--- src/rtl/bin_bcd_seg_driver.sv ---
// 8-bit binary to 3-digit BCD converter (shift-and-add-3) with a
// time-multiplexed, common-anode seven-segment scan driver.
module bin_bcd_seg_driver #(
  parameter int SCAN_DIV      = 16,
  parameter bit BLANK_LEADING = 1'b1
) (
  input  logic        clk,
  input  logic        rst,
  input  logic [7:0]  bin,
  input  logic        load,
  output logic        busy,
  output logic        done,
  output logic [11:0] bcd,
  output logic [6:0]  seg,
  output logic [2:0]  an
);

  // state | meaning
  // IDLE  | waiting for load; bcd holds last result
  // CONV  | one double-dabble shift per cycle, 8 in total
  typedef enum logic {IDLE, CONV} state_t;

  localparam logic [15:0] SCAN_LAST = 16'(SCAN_DIV - 1);

  state_t      state;
  logic [7:0]  shreg;
  logic [11:0] scratch;
  logic [2:0]  shcnt;
  logic [11:0] adj;
  logic [19:0] shifted;

  logic [15:0] scan_cnt;
  logic [1:0]  digit;
  logic [3:0]  nib;
  logic        blank;

  always_comb begin
    adj = scratch;
    for (int i = 0; i < 3; i++) begin
      if (scratch[i*4 +: 4] >= 4'd5)
        adj[i*4 +: 4] = scratch[i*4 +: 4] + 4'd3;
    end
  end

  assign shifted = {adj[10:0], shreg, 1'b0};

  always_ff @(posedge clk or posedge rst) begin
    if (rst) begin
      state   <= IDLE;
      busy    <= 1'b0;
      done    <= 1'b0;
      bcd     <= 12'h000;
      shreg   <= 8'h00;
      scratch <= 12'h000;
      shcnt   <= 3'd0;
    end else begin
      done <= 1'b0;
      case (state)
        IDLE: begin
          if (load) begin
            shreg   <= bin;
            scratch <= 12'h000;
            shcnt   <= 3'd0;
            busy    <= 1'b1;
            state   <= CONV;
          end
        end
        CONV: begin
          scratch <= shifted[19:8];
          shreg   <= shifted[7:0];
          shcnt   <= shcnt + 3'd1;
          if (shcnt == 3'd7) begin
            bcd   <= shifted[19:8];
            done  <= 1'b1;
            busy  <= 1'b0;
            state <= IDLE;
          end
        end
        default: state <= IDLE;
      endcase
    end
  end

  always_ff @(posedge clk or posedge rst) begin
    if (rst) begin
      scan_cnt <= 16'd0;
      digit    <= 2'd0;
    end else if (scan_cnt == SCAN_LAST) begin
      scan_cnt <= 16'd0;
      digit    <= (digit == 2'd2) ? 2'd0 : digit + 2'd1;
    end else begin
      scan_cnt <= scan_cnt + 16'd1;
    end
  end

  // Display path reads only registered state, so bcd updates show immediately.
  always_comb begin
    nib   = bcd[3:0];
    an    = 3'b110;
    blank = 1'b0;
    case (digit)
      2'd1: begin
        nib   = bcd[7:4];
        an    = 3'b101;
        blank = BLANK_LEADING && (bcd[11:8] == 4'd0) && (bcd[7:4] == 4'd0);
      end
      2'd2: begin
        nib   = bcd[11:8];
        an    = 3'b011;
        blank = BLANK_LEADING && (bcd[11:8] == 4'd0);
      end
      default: ;
    endcase
  end

  always_comb begin
    case (nib)
      4'd0:    seg = 7'b1000000;
      4'd1:    seg = 7'b1111001;
      4'd2:    seg = 7'b0100100;
      4'd3:    seg = 7'b0110000;
      4'd4:    seg = 7'b0011001;
      4'd5:    seg = 7'b0010010;
      4'd6:    seg = 7'b0000010;
      4'd7:    seg = 7'b1111000;
      4'd8:    seg = 7'b0000000;
      4'd9:    seg = 7'b0010000;
      default: seg = 7'b1111111;
    endcase
    if (blank)
      seg = 7'b1111111;
  end

endmodule

--- config.mk ---
export PLATFORM = sky130hd
export DESIGN_NAME = bin_bcd_seg_driver
export DESIGN_NICKNAME = d
export VERILOG_FILES = /design/src/rtl/bin_bcd_seg_driver.sv
export SDC_FILE = /design/constraint.sdc
export NUM_CORES = 1
export LEC_CHECK = 0
export ABC_AREA = 1
export CORE_MARGIN = 3
export CORE_UTILIZATION = 53
export DETAILED_ROUTE_END_ITERATION = 6
export PLACE_DENSITY_LB_ADDON = 0.2
export REMOVE_ABC_BUFFERS = 1
export SYNTH_ARGS = -nofsm -noshare
export SYNTH_HDL_FRONTEND = slang
export SYNTH_SLANG_ARGS = --single-unit
--- constraint.sdc ---
create_clock -name clk -period 2.86 [get_ports clk]
set_clock_uncertainty 0.1 [all_clocks]
set_input_delay 0.429 -clock clk [delete_from_list [all_inputs] [get_ports clk]]
set_output_delay 0.429 -clock clk [all_outputs]
set_load 0.01 [all_outputs]
==> metrics, run 1 <==
number of diodes 0; Pwr Density 881.4 nW/um^2; initial antenna violation count 0; share of cells above drive strength 1 under 10%; Core ar. 5303 um^2; worst hold path type primary input to asynchronous set/reset pin; post-synthesis cell area ~3000 um^2; Yosys top cell by area dfrtp_1; met2 routed WL 3025 um; largest cells by area after synthesis dfrtp_1 (46%), nand2_1 (15%), ha_1 (6.6%), inv_1 (6.6%), nand3_1 (6.1%); Avg Synthesized Cell Area 7.777 um^2; Critical Path End Type primary output; count leader, synth nand2_1; Async S/R FF share, synth 100.0%; CTS sink cnt 56; Clk pwr share 13.8%; M1 WL 2969 um; Comb pwr share 46.7%; top-area cell type share of the netlist area 46.20%; clock buffer depth 2; status completed; leading cell types by count after synthesis nand2_1 (121), dfrtp_1 (56), inv_1 (53); Buf/Inv on CP 2; initial core utilization 57.20%; # rows 26; Area Growth Syn to Fin 19.39%; fmax 367.8 MHz; number of port buffers 34; Total GRT Usage 20.59%; CP dominant cell by count nand3_1; Slew Limit Fails 0; Leak 1.883 nW; fin nets 459; Slew HR 54.59%; # IOs 35; Final Hold Fails 0; Die Y slightly above 80 um; DR pass1 iterations 4; Post-Syn Instances 390; slowest cell delay on critical path 0.42 ns; CP Max Fanout 7; crit-path cells inv_2 -> ha_4 -> or2_2 -> nand2_4 -> ha_1 -> nand3_1 -> nand3_1 -> nand3_1 -> dlygate4sd2_1; switching power between 1 and 1.5 mW; GRT Residual Overflow 0; maximum vdd drop approximately 0.00065 V; Worst-Margin Slew 0.6811 ns; top layer in use met4; Main synth FF type dfrtp_1; Internal 1.886 mW; die area 6666 um^2; wire length on met3 173 um; CP max-delay cell dfrtp_1; RePlAce Congestion 0.8839; critical path class flip-flop to primary output; pre-CTS WS just over 0.05 ns; clock transition at the registers of the reported paths roughly 0.10 ns; CTS tree built; post-synthesis sequential area ratio a little under half; Seq pwr share 39.5%; #FFs+latches synth 56; sw frac 40.90%; clk_lat worst skew 0.31 ns; post-route core utilization 68.29%; Setup WS post-layout 0.1409 ns; DR WL/cell 12.34 um; Vias 2562; first-pass GRT wire length 10630 um; clock root cell clkbuf_8; final setup vio count 0; number of global-route vias before repair 2434; final hold slack 0.3811 ns; CP required about 2.3 ns; largest net degree at the start of global routing 57; element type at the critical path start flip-flop; dpl hpwl 4605 um; DRC 0; Final Cycle Share 95.07%; cell family with the largest share of critical-path delay simple AND/OR/NAND/NOR gates; Post-synth EDFFs 0; # Max-Cap Violations 0; min Tclk post-route approximately 2.7 ns; via/cell ratio 5.093; total number of H-tree levels 2; Final ANT Viol Nets 0; Iteration-0 DRC Markers 139; critical path arrival 2.19 ns; Yosys Warn Count 0; Yosys cell types 30; number of CTS-inserted buffers 5; Post-Route WL 6209 um; die width between 80 and 90 um
## state kept, by name, indices dropped and copies added (netlist names)
signal,cells
bcd,12
busy,1
digit,2
done,1
scan_cnt,16
scratch,12
shcnt,3
shreg,8
state,1
## kinds of logic (layout without fill, tap and decap cells)
family / count (synthesis) / in the layout / share of synthesized area (%)
AOI/OAI and AO/OA: 41 / 41 / 7.632
xor gates and xnor gates: 6 / 6 / 1.733
and+or+nand+nor: 206 / 206 / 29.25
adders and majority gates: 16 / 16 / 6.601
DFF: 56 / 56 / 46.20
buffers and inverters: 65 / 108 / 8.580
## power by group through the flow
stage / logic (mW) / registers, mW / clock network, mW
floorplan: 0.931 / 1.26 / 0
global placement: 1.50 / 1.27 / 0
detailed placement: 1.55 / 1.27 / 0
CTS: 1.50 / 1.26 / 0.456
global route: 1.71 / 1.30 / 0.492
finish: 1.49 / 1.26 / 0.441
## stage by stage
step	instances	power [mW]	setup TNS (ns)	area (um^2)
after floorplan	384	2.188	0	2995
after global placement	492	2.771	0	3466
after detailed placement	492	2.822	0	3466
after CTS	502	3.211	0	3570
after global routing	503	3.502	-0.01118	3621
final	503	3.191	0	3621
## worst min-delay path, stage by stage
cell	delay, ns
clkdlybuf4s50_1	0.41
inv_2	0.07
buf_12	0.27
## final timing paths
check                         start  slack (ns)  cells past startpoint            to
min                             rst        0.38                      3      shcnt[2]
max in group asynchronous       rst        2.05                      3  scan_cnt[15]
max reg2reg                   state        0.70                      4        bcd[8]
max                        digit[0]        0.14                      9        seg[4]
min in group clk           shcnt[0]        0.41                      1      shcnt[0]
min reg2reg                shcnt[0]        0.41                      1      shcnt[0]
## cell type report
cell class	instances	area, um^2
fill	447	1682
multi-input combinational	269	1416
sequential	56	1401
timing repair buffer	41	397.9
inverter	59	225.2
tap	70	87.58
clock buffer	6	82.58
clock inverter	2	10.01
## layer usage
layer | track usage, % | up-vias
li1 | - | 1324
met4 | 4.983 | 0
met3 | 4.605 | 4
met1 | 26.72 | 1203
met2 | 35.10 | 31
met5 | 0 | -
## timing repair
item,in CTS,in global routing
hold buffers,0,0
gates cloned,0,0
endpoints found under the setup margin,7,7
resized for setup,9,10
hold endpoints to repair,0,0
setup buffers,2,1
pin swaps,0,1
## placed cells by master (no fill, tap or decap)
master           netlist  routed
buf_4                  1       6
nor2_4                 1       1
nand2_4                1       2
o21ai_0               27      27
dlygate4sd2_1          0       6
clkinv_2               1       3
a22o_1                 3       3
nand4_1                7       7
or2_2                  1       1
nor3_1                 7       7
nand2_1              121     120
inv_2                  4       6
inv_1                 53      50
or2_4                  1       1
nand3b_1               1       1
nor2_1                23      23
xor2_1                 6       6
clkdlybuf4s15_1        0       1
o22ai_1                5       5
clkinv_1               1       1
ha_1                  16      13
o21ai_2                1       1
clkdlybuf4s50_1        0      27
dfrtp_1               56      56
inv_4                  0       1
o21ai_1                1       1
nand2_2                4       4
o211ai_1               2       2
nand3_1               37      37
nor2_2                 2       2
buf_12                 0       1
a21oi_1                2       2
clkbuf_8               0       6
ha_4                   0       3
(Power assumes the default switching activity.)
==> run 2: changes to the inputs <==
ABC_CLOCK_PERIOD_IN_PS = 2860   (was not set)
==> results of run 2 <==
Final layout, timing and power as in run 1 (identical DEF).
==> run 3: changes to the inputs <==
CORE_UTILIZATION = 50   (was 53)
GPL_TIMING_DRIVEN = 0   (was not set)
PLACE_DENSITY = 0.72   (was not set)
PLACE_DENSITY_LB_ADDON = not set   (was 0.2)
==> run 3 against run 2 <==
  * Via count down 1.6%
  * Hold slack improved by 0.013 ns
  * Sequential share of layout area fell by 0.54 points
  * Worst setup slack worse by 0.091 ns
  * Clock power rose by 20%
  * Sequential power barely moved
  * Die area rose by 5.6%
  * Core utilization decreased by 3.6 points
  * Sequential cell count is the same
  * First-iteration DRC count is 20% higher
  * Critical path depth decreased by 2
  * Critical path type unchanged
==> metrics, run 3 (synthesized netlist as in run 1, its figures left out) <==
wire length on met3 192 um (+11%); top layer in use met4; initial antenna violation count 0 (unchanged); number of global-route vias before repair 2447 (+0.53%); cell family with the largest share of critical-path delay adder cells; cell count of the worst hold path 1; first-pass GRT wire length 10970 um (+3.2%); number of diodes 0 (unchanged); Die Y 83.89 um (+2.7%); critical path class flip-flop to primary output; setup TNS 0 ns (unchanged); clock transition at the registers of the reported paths 0.10 ns (about the same); DRC 0 (unchanged); CP Max Fanout 7 (unchanged); CP max-delay cell dfrtp_1; Final ANT Viol Nets 0 (unchanged); Post-Route WL 6238 um (+0.47%); CTS hold repair buffers 0 (unchanged); CP required 2.33 ns (about the same); largest net degree at the start of global routing 34 (-40%); clock buffer depth 2 (unchanged); maximum vdd drop 0.0005835 V (-11%); # rows 27 (+3.8%); die area 7037 um^2 (+5.6%); crit-path cells inv_2 -> ha_4 -> or2_2 -> nand2_4 -> ha_2 -> o211ai_1 -> dlygate4sd2_1; min Tclk post-route 2.810 ns (+0.09086 ns); placed cells 491 (-0.20%); via/cell ratio 4.972 (-2.4%); GRT Residual Overflow 0 (unchanged); die width 83.89 um (+2.7%); commonest non-fill, non-tap cells in the layout nand2_1 (119), dfrtp_1 (56), inv_1 (49), nand3_1 (36); Core ar. 5675 um^2 (+7.0%); clk_lat worst skew 0.31 ns (about the same); Reg2Reg Depth 4 (unchanged); Slew Limit Fails 0 (unchanged); # IOs 35 (unchanged); Pwr Density 897.3 nW/um^2 (+1.8%); Worst-Margin Slew 0.7229 ns (+0.04179 ns); Iteration-0 DRC Markers 167 (+20%); clock root cell clkbuf_8; RePlAce Congestion 0.8992 (+1.7%); DR pass1 iterations 4 (unchanged); M1 WL 2916 um (-1.8%); total number of H-tree levels 2 (unchanged); Layout Cells excl Fill 507 (+0.80%); Final Cycle Share 98.25% (+3.2 points); Power, Total 3.295 mW (+3.2%); fin nets 461 (+0.44%); Critical Path End Type primary output; critical path arrival 2.28 ns (+0.09 ns); worst hold path type flip-flop to flip-flop; Final Hold Fails 0 (unchanged); final setup vio count 0 (unchanged); Regs by FF count scan_cnt: 16 flops, bcd: 12 flops, scratch: 12 flops; CTS sink cnt 56 (unchanged); # Max-Cap Violations 0 (unchanged); number of port buffers 34 (unchanged); placed inst area 3453 um^2 (-0.36%); DR WL/cell 12.30 um (-0.33%); critical path depth 7 (-2); slowest cell delay on critical path 0.42 ns (about the same); number of CTS-inserted buffers 5 (unchanged); Post-Layout Inst Area 3672 um^2 (+1.4%); share of cells above drive strength 1 10.34% (+1.6 points); Slew HR 51.74% (-2.9 points); met2 routed WL 3055 um (+0.99%); Leak 1.922 nW (+2.1%); Area Growth Syn to Fin 21.08%; Largest Register scan_cnt; max FFs per register 16 (unchanged); status completed; commonest non-fill, non-tap cell in the layout nand2_1; CTS tree built; Total GRT Usage 18.83% (-1.8 points); Buf/Inv on CP 2 (unchanged); initial core utilization 53.44% (-3.8 points); fmax 355.9 MHz (-3.2%); Vias 2521 (-1.6%); element type at the critical path start flip-flop; dpl hpwl 4486 um (-2.6%)
run 3: changes by cell type in the layout (fill, tap and decap cells not counted), moves of 2 or more:
cell,change
dlymetal6s2s_1,+3
ha_2,+2
clkinv_2,-2
buf_4,+2
inv_2,+2
dlygate4sd2_1,-3
run 3: per-stage QoR:
step                util, %  setup slack, ns  hold WS [ns]
finish                64.70          0.05009        0.3946
global route          64.70         -0.02722        0.4262
detailed placement    60.85          -0.1037        0.3823
global placement      60.36         -0.05921        0.3759
floorplan                 -           0.5346        0.3510
CTS                   63.93         -0.04834        0.3957
run 3: final timing paths:
check	slack (ns)	from	end
max	0.05	digit[1]	seg[1]
max in group asynchronous	1.65	rst	digit[1]
min	0.39	scan_cnt[0]	scan_cnt[0]
max reg2reg	0.66	state	bcd[5]
min in group asynchronous	0.45	rst	shcnt[2]
min reg2reg	0.39	scan_cnt[0]	scan_cnt[0]
run 3: repair_timing:
action / CTS / global route
buffers inserted: 6 / 2
hold endpoints to repair: 0 / 0
cloned: 0 / 0
resized for setup: 11 / 11
setup endpoints to repair: 7 / 6
pin swaps: 1 / 1
run 3: final cells by class:
cell class,instances,area (um^2)
tap,72,90.09
fill,498,2003
timing repair buffer,43,426.7
multi-input combinational,269,1416
sequential,56,1401
clock buffer,5,68.82
inverter,59,222.7
clock inverter,3,46.29
run 3: layer usage:
| metal | global-route usage [%] | vias to the layer above |
|---|---|---|
| met5 | 0 | - |
| met4 | 4.825 | 0 |
| met3 | 2.764 | 6 |
| met2 | 32.61 | 35 |
| met1 | 24.69 | 1152 |
| li1 | - | 1328 |
run 3: power breakdown:
part           total, mW  switching, mW  internal (mW)
registers           1.27          0.228           1.04
clock network      0.528          0.264          0.264
logic               1.50          0.831          0.670
total               3.29           1.32           1.97
